===== config.mk =====
export PLATFORM = sky130hd
export DESIGN_NAME = ctr_drbg_update_seq_flat
export DESIGN_NICKNAME = d
export VERILOG_FILES = /design/src/rtl/ctr_drbg_update_seq_pkg.sv /design/src/rtl/ctr_drbg_update_seq_if.sv /design/src/rtl/ctr_drbg_update_seq_block_enc.sv /design/src/rtl/ctr_drbg_update_seq.sv /design/src/flat_wrapper.sv
export SDC_FILE = /design/constraint.sdc
export NUM_CORES = 2
export LEC_CHECK = 0
export ABC_AREA = 1
export BUFFER_PORTS_ARGS = -buffer_cell sky130_fd_sc_hd__buf_2
export CAP_MARGIN = 10
export CORE_MARGIN = 5
export CORE_UTILIZATION = 45
export DETAILED_ROUTE_END_ITERATION = 7
export PLACE_DENSITY_LB_ADDON = 0.12
export SKIP_CTS_REPAIR_TIMING = 1
export SYNTH_ARGS = -nofsm -noshare
export SYNTH_HDL_FRONTEND = slang
export SYNTH_SLANG_ARGS = --single-unit

===== constraint.sdc =====
create_clock -name clk -period 41.7 [get_ports clk]
set_clock_uncertainty 0.15 [all_clocks]
set_input_delay 8.34 -clock clk [delete_from_list [all_inputs] [get_ports clk]]
set_output_delay 8.34 -clock clk [all_outputs]
set_load 0.01 [all_outputs]

===== src/rtl/ctr_drbg_update_seq_pkg.sv =====
// Shared definitions for the sequential CTR_DRBG Update engine.
//   upd_state_e : update FSM states
//   nblk()      : number of cipher blocks needed to cover the seed
//   ctr_incr()  : increments the low counter field of V, upper bits untouched
package ctr_drbg_pkg;

  // Widest V the counter helper handles; callers zero-extend / truncate.
  localparam int unsigned CTR_MAXW = 256;

  typedef enum logic [1:0] {
    IDLE,
    ISSUE,
    WAIT,
    FINAL
  } upd_state_e;

  function automatic int unsigned nblk(input int unsigned seedlen,
                                       input int unsigned blocklen);
    return (seedlen + blocklen - 1) / blocklen;
  endfunction

  // Only bits below ctrlen take part in the increment; the carry out of the
  // counter field is dropped so the upper V bits never change.
  function automatic logic [CTR_MAXW-1:0] ctr_incr(input logic [CTR_MAXW-1:0] v,
                                                   input int unsigned ctrlen);
    logic [CTR_MAXW-1:0] mask;
    mask = '0;
    for (int unsigned i = 0; i < CTR_MAXW; i++) begin
      if (i < ctrlen) mask[i] = 1'b1;
    end
    return (v & ~mask) | ((v + CTR_MAXW'(1)) & mask);
  endfunction

endpackage


===== src/rtl/ctr_drbg_update_seq_if.sv =====
// Request/response bundle between the DRBG control logic and the Update engine.
//   master : requester (drives start and the operands, observes status/results)
//   slave  : Update engine
// Signals: start, provided_data[SEEDLEN], key_in[KEYLEN], v_in[BLOCKLEN],
//          busy, done, key_out[KEYLEN], v_out[BLOCKLEN]
interface ctr_drbg_update_seq_if #(
  parameter int unsigned BLOCKLEN = 128,
  parameter int unsigned KEYLEN   = 128,
  parameter int unsigned SEEDLEN  = 256
);
  logic                start;
  logic [SEEDLEN-1:0]  provided_data;
  logic [KEYLEN-1:0]   key_in;
  logic [BLOCKLEN-1:0] v_in;
  logic                busy;
  logic                done;
  logic [KEYLEN-1:0]   key_out;
  logic [BLOCKLEN-1:0] v_out;

  modport master (
    output start, provided_data, key_in, v_in,
    input  busy, done, key_out, v_out
  );

  modport slave (
    input  start, provided_data, key_in, v_in,
    output busy, done, key_out, v_out
  );
endinterface


===== src/rtl/ctr_drbg_update_seq_block_enc.sv =====
// Fixed-latency block-encrypt unit for the CTR_DRBG Update engine.
// The transform is an interim XOR (out = v ^ key[BLOCKLEN-1:0]) to be replaced
// by AES with the same port and latency contract.
//   clk, rst   : clock, async active-high reset (clears the valid pipeline)
//   in_valid   : request strobe, key/v sampled on the same edge
//   out_valid  : result strobe, exactly ENC_LAT cycles after in_valid
//   out_block  : encrypted block
module ctr_drbg_block_enc #(
  parameter int unsigned BLOCKLEN = 128,
  parameter int unsigned KEYLEN   = 128,
  parameter int unsigned ENC_LAT  = 2
) (
  input  logic                clk,
  input  logic                rst,
  input  logic                in_valid,
  input  logic [KEYLEN-1:0]   key,
  input  logic [BLOCKLEN-1:0] v,
  output logic                out_valid,
  output logic [BLOCKLEN-1:0] out_block
);

  logic [ENC_LAT-1:0]  vld_sr;
  logic [BLOCKLEN-1:0] blk_sr [ENC_LAT];

  always_ff @(posedge clk or posedge rst) begin
    if (rst) begin
      vld_sr <= '0;
      for (int unsigned i = 0; i < ENC_LAT; i++) blk_sr[i] <= '0;
    end else begin
      vld_sr[0] <= in_valid;
      blk_sr[0] <= v ^ key[BLOCKLEN-1:0];
      for (int unsigned i = 1; i < ENC_LAT; i++) begin
        vld_sr[i] <= vld_sr[i-1];
        blk_sr[i] <= blk_sr[i-1];
      end
    end
  end

  assign out_valid = vld_sr[ENC_LAT-1];
  assign out_block = blk_sr[ENC_LAT-1];

endmodule


===== src/rtl/ctr_drbg_update_seq.sv =====
// Sequential CTR_DRBG Update: generates NBLK cipher blocks of incr(V) under
// Key, one at a time through ctr_drbg_block_enc, XORs the MSB-first
// concatenation with provided_data and returns the new Key and V.
//   clk, rst : clock, async active-high reset (aborts any update, no done)
//   bus      : slave side of ctr_drbg_update_seq_if
//              start accepted only while busy=0; operands captured at accept;
//              done is a one-cycle pulse, key_out/v_out held until next done;
//              busy covers every cycle from after accept through done.
module ctr_drbg_update_seq
  import ctr_drbg_pkg::*;
#(
  parameter int unsigned BLOCKLEN = 128,
  parameter int unsigned KEYLEN   = 128,
  parameter int unsigned SEEDLEN  = 256,
  parameter int unsigned CTRLEN   = 32,
  parameter int unsigned ENC_LAT  = 2
) (
  input  logic                  clk,
  input  logic                  rst,
  ctr_drbg_update_seq_if.slave  bus
);

  localparam int unsigned NBLK  = nblk(SEEDLEN, BLOCKLEN);
  localparam int unsigned TEMPW = NBLK * BLOCKLEN;
  localparam int unsigned CNTW  = $clog2(NBLK + 1);

  if (SEEDLEN != KEYLEN + BLOCKLEN) begin : g_chk_seedlen
    $error("ctr_drbg_update_seq: SEEDLEN must equal KEYLEN+BLOCKLEN");
  end
  if (KEYLEN < BLOCKLEN) begin : g_chk_keylen
    $error("ctr_drbg_update_seq: KEYLEN must be >= BLOCKLEN");
  end
  if (CTRLEN < 4 || CTRLEN > BLOCKLEN) begin : g_chk_ctrlen
    $error("ctr_drbg_update_seq: CTRLEN must be in 4..BLOCKLEN");
  end
  if (ENC_LAT < 1) begin : g_chk_enc_lat
    $error("ctr_drbg_update_seq: ENC_LAT must be >= 1");
  end
  if (BLOCKLEN > CTR_MAXW) begin : g_chk_blocklen
    $error("ctr_drbg_update_seq: BLOCKLEN exceeds counter helper width");
  end

  upd_state_e state, state_nxt;

  logic                accept, issue, store, finish;
  logic [CNTW-1:0]     blk_cnt;
  logic [KEYLEN-1:0]   key_reg;
  logic [BLOCKLEN-1:0] v_reg;
  logic [BLOCKLEN-1:0] v_inc;
  logic [SEEDLEN-1:0]  pd_reg;
  logic [TEMPW-1:0]    temp;
  logic [SEEDLEN-1:0]  seed_xor;
  logic                done_q;
  logic [KEYLEN-1:0]   key_out_q;
  logic [BLOCKLEN-1:0] v_out_q;
  logic                enc_out_valid;
  logic [BLOCKLEN-1:0] enc_out_block;

  // Busy stays high through the done cycle, which is spent back in IDLE.
  assign bus.busy    = (state != IDLE) || done_q;
  assign bus.done    = done_q;
  assign bus.key_out = key_out_q;
  assign bus.v_out   = v_out_q;

  always_ff @(posedge clk or posedge rst) begin
    if (rst) state <= IDLE;
    else     state <= state_nxt;
  end

  always_comb begin
    state_nxt = state;
    accept    = 1'b0;
    issue     = 1'b0;
    store     = 1'b0;
    finish    = 1'b0;
    case (state)
      IDLE: begin
        if (bus.start && !bus.busy) begin
          accept    = 1'b1;
          state_nxt = ISSUE;
        end
      end
      ISSUE: begin
        issue     = 1'b1;
        state_nxt = WAIT;
      end
      WAIT: begin
        if (enc_out_valid) begin
          store     = 1'b1;
          state_nxt = (blk_cnt == CNTW'(NBLK - 1)) ? FINAL : ISSUE;
        end
      end
      FINAL: begin
        finish    = 1'b1;
        state_nxt = IDLE;
      end
      default: state_nxt = IDLE;
    endcase
  end

  always_comb begin
    v_inc = BLOCKLEN'(ctr_incr(CTR_MAXW'(v_reg), CTRLEN));
  end

  // Excess low bits of the block concatenation are dropped, keeping the
  // leftmost SEEDLEN bits.
  always_comb begin
    seed_xor = temp[TEMPW-1 -: SEEDLEN] ^ pd_reg;
  end

  ctr_drbg_block_enc #(
    .BLOCKLEN (BLOCKLEN),
    .KEYLEN   (KEYLEN),
    .ENC_LAT  (ENC_LAT)
  ) u_enc (
    .clk       (clk),
    .rst       (rst),
    .in_valid  (issue),
    .key       (key_reg),
    .v         (v_inc),
    .out_valid (enc_out_valid),
    .out_block (enc_out_block)
  );

  always_ff @(posedge clk or posedge rst) begin
    if (rst) begin
      blk_cnt   <= '0;
      key_reg   <= '0;
      v_reg     <= '0;
      pd_reg    <= '0;
      temp      <= '0;
      done_q    <= 1'b0;
      key_out_q <= '0;
      v_out_q   <= '0;
    end else begin
      done_q <= 1'b0;
      if (accept) begin
        key_reg <= bus.key_in;
        v_reg   <= bus.v_in;
        pd_reg  <= bus.provided_data;
        blk_cnt <= '0;
        temp    <= '0;
      end
      if (issue) v_reg <= v_inc;
      if (store) begin
        // Shifting each block in at the bottom lands block k in slot k
        // (block 0 at the top) once all NBLK blocks have arrived.
        temp    <= {temp[TEMPW-BLOCKLEN-1:0], enc_out_block};
        blk_cnt <= blk_cnt + CNTW'(1);
      end
      if (finish) begin
        key_out_q <= seed_xor[SEEDLEN-1 -: KEYLEN];
        v_out_q   <= seed_xor[BLOCKLEN-1:0];
        done_q    <= 1'b1;
      end
    end
  end

endmodule


===== src/flat_wrapper.sv =====
// flat-port wrapper written by rule: the top's interface ports become plain ports
module ctr_drbg_update_seq_flat import ctr_drbg_pkg::*;
#(
  parameter int unsigned BLOCKLEN = 128,
  parameter int unsigned KEYLEN   = 128,
  parameter int unsigned SEEDLEN  = 256,
  parameter int unsigned CTRLEN   = 32,
  parameter int unsigned ENC_LAT  = 2
)
  (clk, rst, bus_start, bus_provided_data, bus_key_in, bus_v_in, bus_busy, bus_done, bus_key_out, bus_v_out);
  ctr_drbg_update_seq_if #(.BLOCKLEN(BLOCKLEN), .KEYLEN(KEYLEN), .SEEDLEN(SEEDLEN)) bus_i ();
  input  logic clk;
  input  logic rst;
  input wire logic [$bits(bus_i.start)-1:0] bus_start;
  input wire logic [$bits(bus_i.provided_data)-1:0] bus_provided_data;
  input wire logic [$bits(bus_i.key_in)-1:0] bus_key_in;
  input wire logic [$bits(bus_i.v_in)-1:0] bus_v_in;
  output wire logic [$bits(bus_i.busy)-1:0] bus_busy;
  output wire logic [$bits(bus_i.done)-1:0] bus_done;
  output wire logic [$bits(bus_i.key_out)-1:0] bus_key_out;
  output wire logic [$bits(bus_i.v_out)-1:0] bus_v_out;
  assign bus_i.start = bus_start;
  assign bus_i.provided_data = bus_provided_data;
  assign bus_i.key_in = bus_key_in;
  assign bus_i.v_in = bus_v_in;
  assign bus_busy = bus_i.busy;
  assign bus_done = bus_i.done;
  assign bus_key_out = bus_i.key_out;
  assign bus_v_out = bus_i.v_out;
  ctr_drbg_update_seq #(.BLOCKLEN(BLOCKLEN), .KEYLEN(KEYLEN), .SEEDLEN(SEEDLEN), .CTRLEN(CTRLEN), .ENC_LAT(ENC_LAT)) u_core (.clk(clk), .rst(rst), .bus(bus_i));
endmodule

==> flow_summary.json <==
{
  "syn_nets": 4478,
  "grt.overflow.total": 0,
  "max-cap-violations": 0,
  "setup_slack_ns": 27.48,
  "drv_slew": 0,
  "place.gp.congestion": 0.834,
  "synth_top_area_share_pct": 65.7,
  "ys_seq_area_share_pct": 65.7,
  "end_kind": "asynchronous set/reset pin",
  "drive_gt1_share_pct": 22.4,
  "startpoint": "rst",
  "yosysTopAreaCell": "dfrtp_1",
  "power_density_nw_per_um2": 81.0,
  "wl_per_cell_um": 20.7,
  "p_leak_uw": 0.0273,
  "synthTopCellsByCount": "1,287 x dfrtp_1, 598 x nand2_1, 496 x o21ai_0",
  "path_max_fanout": 167,
  "rsz0062_at_grt": "no",
  "max-vdd-ir-drop_uv": 44.2,
  "cts_num_sinks": 1287,
  "core_um2": 109000,
  "io_pins": 773,
  "hp-class": "reg -> reg",
  "synth_edf_count": 0,
  "fill_cells": 9499,
  "timing_hold_violations_final": 0,
  "synth.distinct_cells": 26,
  "clockBufferDepth": 3,
  "grt_max_degree": 168,
  "outcome": "finished, final reports clean",
  "routed_via_density": 4.91,
  "grt_pass1_vias": 31846,
  "drt_iter0_drc": 2000,
  "gr-usage-all-layers_pct": 22.2,
  "ys_seq_elements": 1287,
  "synthTopCellsByArea": "dfrtp_1 66%, mux2_1 9.6%, o21ai_0 5.1%",
  "r2r-start": "u_core.state[0]$_DFFE_PP0P_",
  "worst_slew_pin_slew_ns": 1.17,
  "fmax_ghz": 0.0703,
  "layout.nets": 5231,
  "finalInstanceArea_um2": 58500,
  "yosysMostFrequentCell": "dfrtp_1",
  "ys_warn_count": 0,
  "clkLatencyLatePin_ns": 0.73,
  "crit_path_start_kind": "input port",
  "syn_avg_cell_area_um2": 12.4,
  "io_buffers": 772,
  "syn_inst": 3961,
  "period_needed_ns": 14.22,
  "clockRootBuffer": "clkbuf_16",
  "crit_arrival_ns": 14.77,
  "required_ns": 42.25,
  "dp_hpwl_um": 88700,
  "antenna_found_initial": 60,
  "cts_tree": "done",
  "vias": 30700,
  "fin_crit_sh_pct": 34.1,
  "clkTransAtPathRegs_ns": 0.06,
  "syn_area_um2": 49000,
  "dp_slack_ns": 26.42,
  "fp.dieArea_um2": 116000,
  "cts_buffers": 138,
  "die_h_um": 340,
  "area_growth_syn_to_layout_pct": 19.3,
  "crit_type": "in -> async",
  "maxSlewHeadroom_pct": 22.2,
  "placed_area_um2": 53900,
  "rows": 121,
  "finalSetupViolCount": 0,
  "hold_start": "u_core.u_enc.blk_sr[222]$_DFF_PP0_",
  "ant_nets": 0,
  "power_uw": 4740,
  "dr.pass1.iters": 5,
  "htreeDepth": 4,
  "ys.flop_type": "dfrtp_1",
  "timing.hold.ws_ns": 0.181,
  "drcViolationCount": 0,
  "grt_pass1_wl_um": 196000,
  "fp.dieW_um": 340,
  "ys_async_sr_fraction_pct": 100,
  "drt-total-wl_um": 129000,
  "tns_ns": 0,
  "initial_core_util_pct": 45.2
}
kinds of logic (layout without fill, tap and decap cells):
kind of cell	after synthesis	count (layout)	synth area share, %
DFF	1287	1287	65.7
and+or+nand+nor	846	846	7.02
AOI/OAI and AO/OA	563	563	5.82
muxes	460	460	10.6
buffers and inverters	425	1281	4.08
xor gates and xnor gates	378	378	6.75
adders and majority gates	2	2	0.0510
other	0	24	0
layout by cell type, fill, tap and decap left out, types with 2 or more instances in the layout:
cell type      n
nor2_1        57
bufinv_16      5
inv_1        229
o21ai_1       22
ha_1           2
clkinv_2      28
clkinv_8       4
clkinvlp_4     4
nand4_1       10
clkbuf_8      27
mux2_1       416
dfrtp_1     1286
mux2_2        44
a21oi_1       21
nor2_2         6
buf_4         30
xor2_1       117
buf_2        772
diode_2       24
xnor2_1      261
nand2_1      596
clkbuf_1      29
o21ai_0      496
inv_6          2
clkbuf_16    145
nand3_1      170
nand2_4        2
buf_12         4
o22ai_1       22
per-layer routing:
layer	vias up	global-route usage (%)	part of all wire (%)	wire, um
li1	14520	-	-	-
met1	15132	28.6	42	54300
met2	755	36.4	48	62000
met3	253	6.60	6.9	8890
met4	40	7.22	3.1	3990
met5	-	0	0.21	269
worst max-delay path, stage by stage:
cell	delay (ns)
buf_2	0.11
clkinvlp_4	0.51
buf_12	0.67
buf_4	0.83
buf_4	0.81
buf_12	0.56
buf_4	0.71
buf_4	0.77
buf_4	0.84
final cells by class:
cell class | instances | area, um^2 | area share, %
sequential | 1287 | 32200 | 55.1
inverter | 232 | 880 | 1.50
multi-input combinational | 2249 | 14900 | 25.4
tap | 1414 | 1770 | 3.03
antenna | 24 | 60.1 | 0.103
clock buffer | 201 | 4110 | 7.03
timing repair buffer | 806 | 4170 | 7.13
clock inverter | 42 | 407 | 0.696
power by group:
group	internal (uW)	switching, uW	leakage [uW]	total [uW]
sequential	1840	362	0.0158	2200
combinational	583	745	0.00921	1330
clock	715	493	0.00224	1210
through the flow:
step,util [%],instances
2_1_floorplan,-,3961
3_3_place_gp,49.6,5988
3_5_place_dp,49.6,5988
4_1_cts,53.8,6231
5_1_grt,53.8,6235
6_report,53.9,6255
final timing paths:
check	end	slack, ns	cells after the start
max in group clk	u_core.pd_reg[200]$_DFFE_PP0P_	29.78	6
min in group asynchronous	u_core.key_reg[108]$_DFFE_PP0P_	7.60	2
setup reg to reg	u_core.pd_reg[200]$_DFFE_PP0P_	36.88	7
setup / recovery	u_core.v_reg[47]$_DFFE_PP0P_	27.48	9
hold reg to reg	u_core.u_enc.out_block[94]$_DFF_PP0_	0.18	0
hold / removal	u_core.u_enc.out_block[94]$_DFF_PP0_	0.18	0
Note: power is estimated with default switching activity, not from simulation.
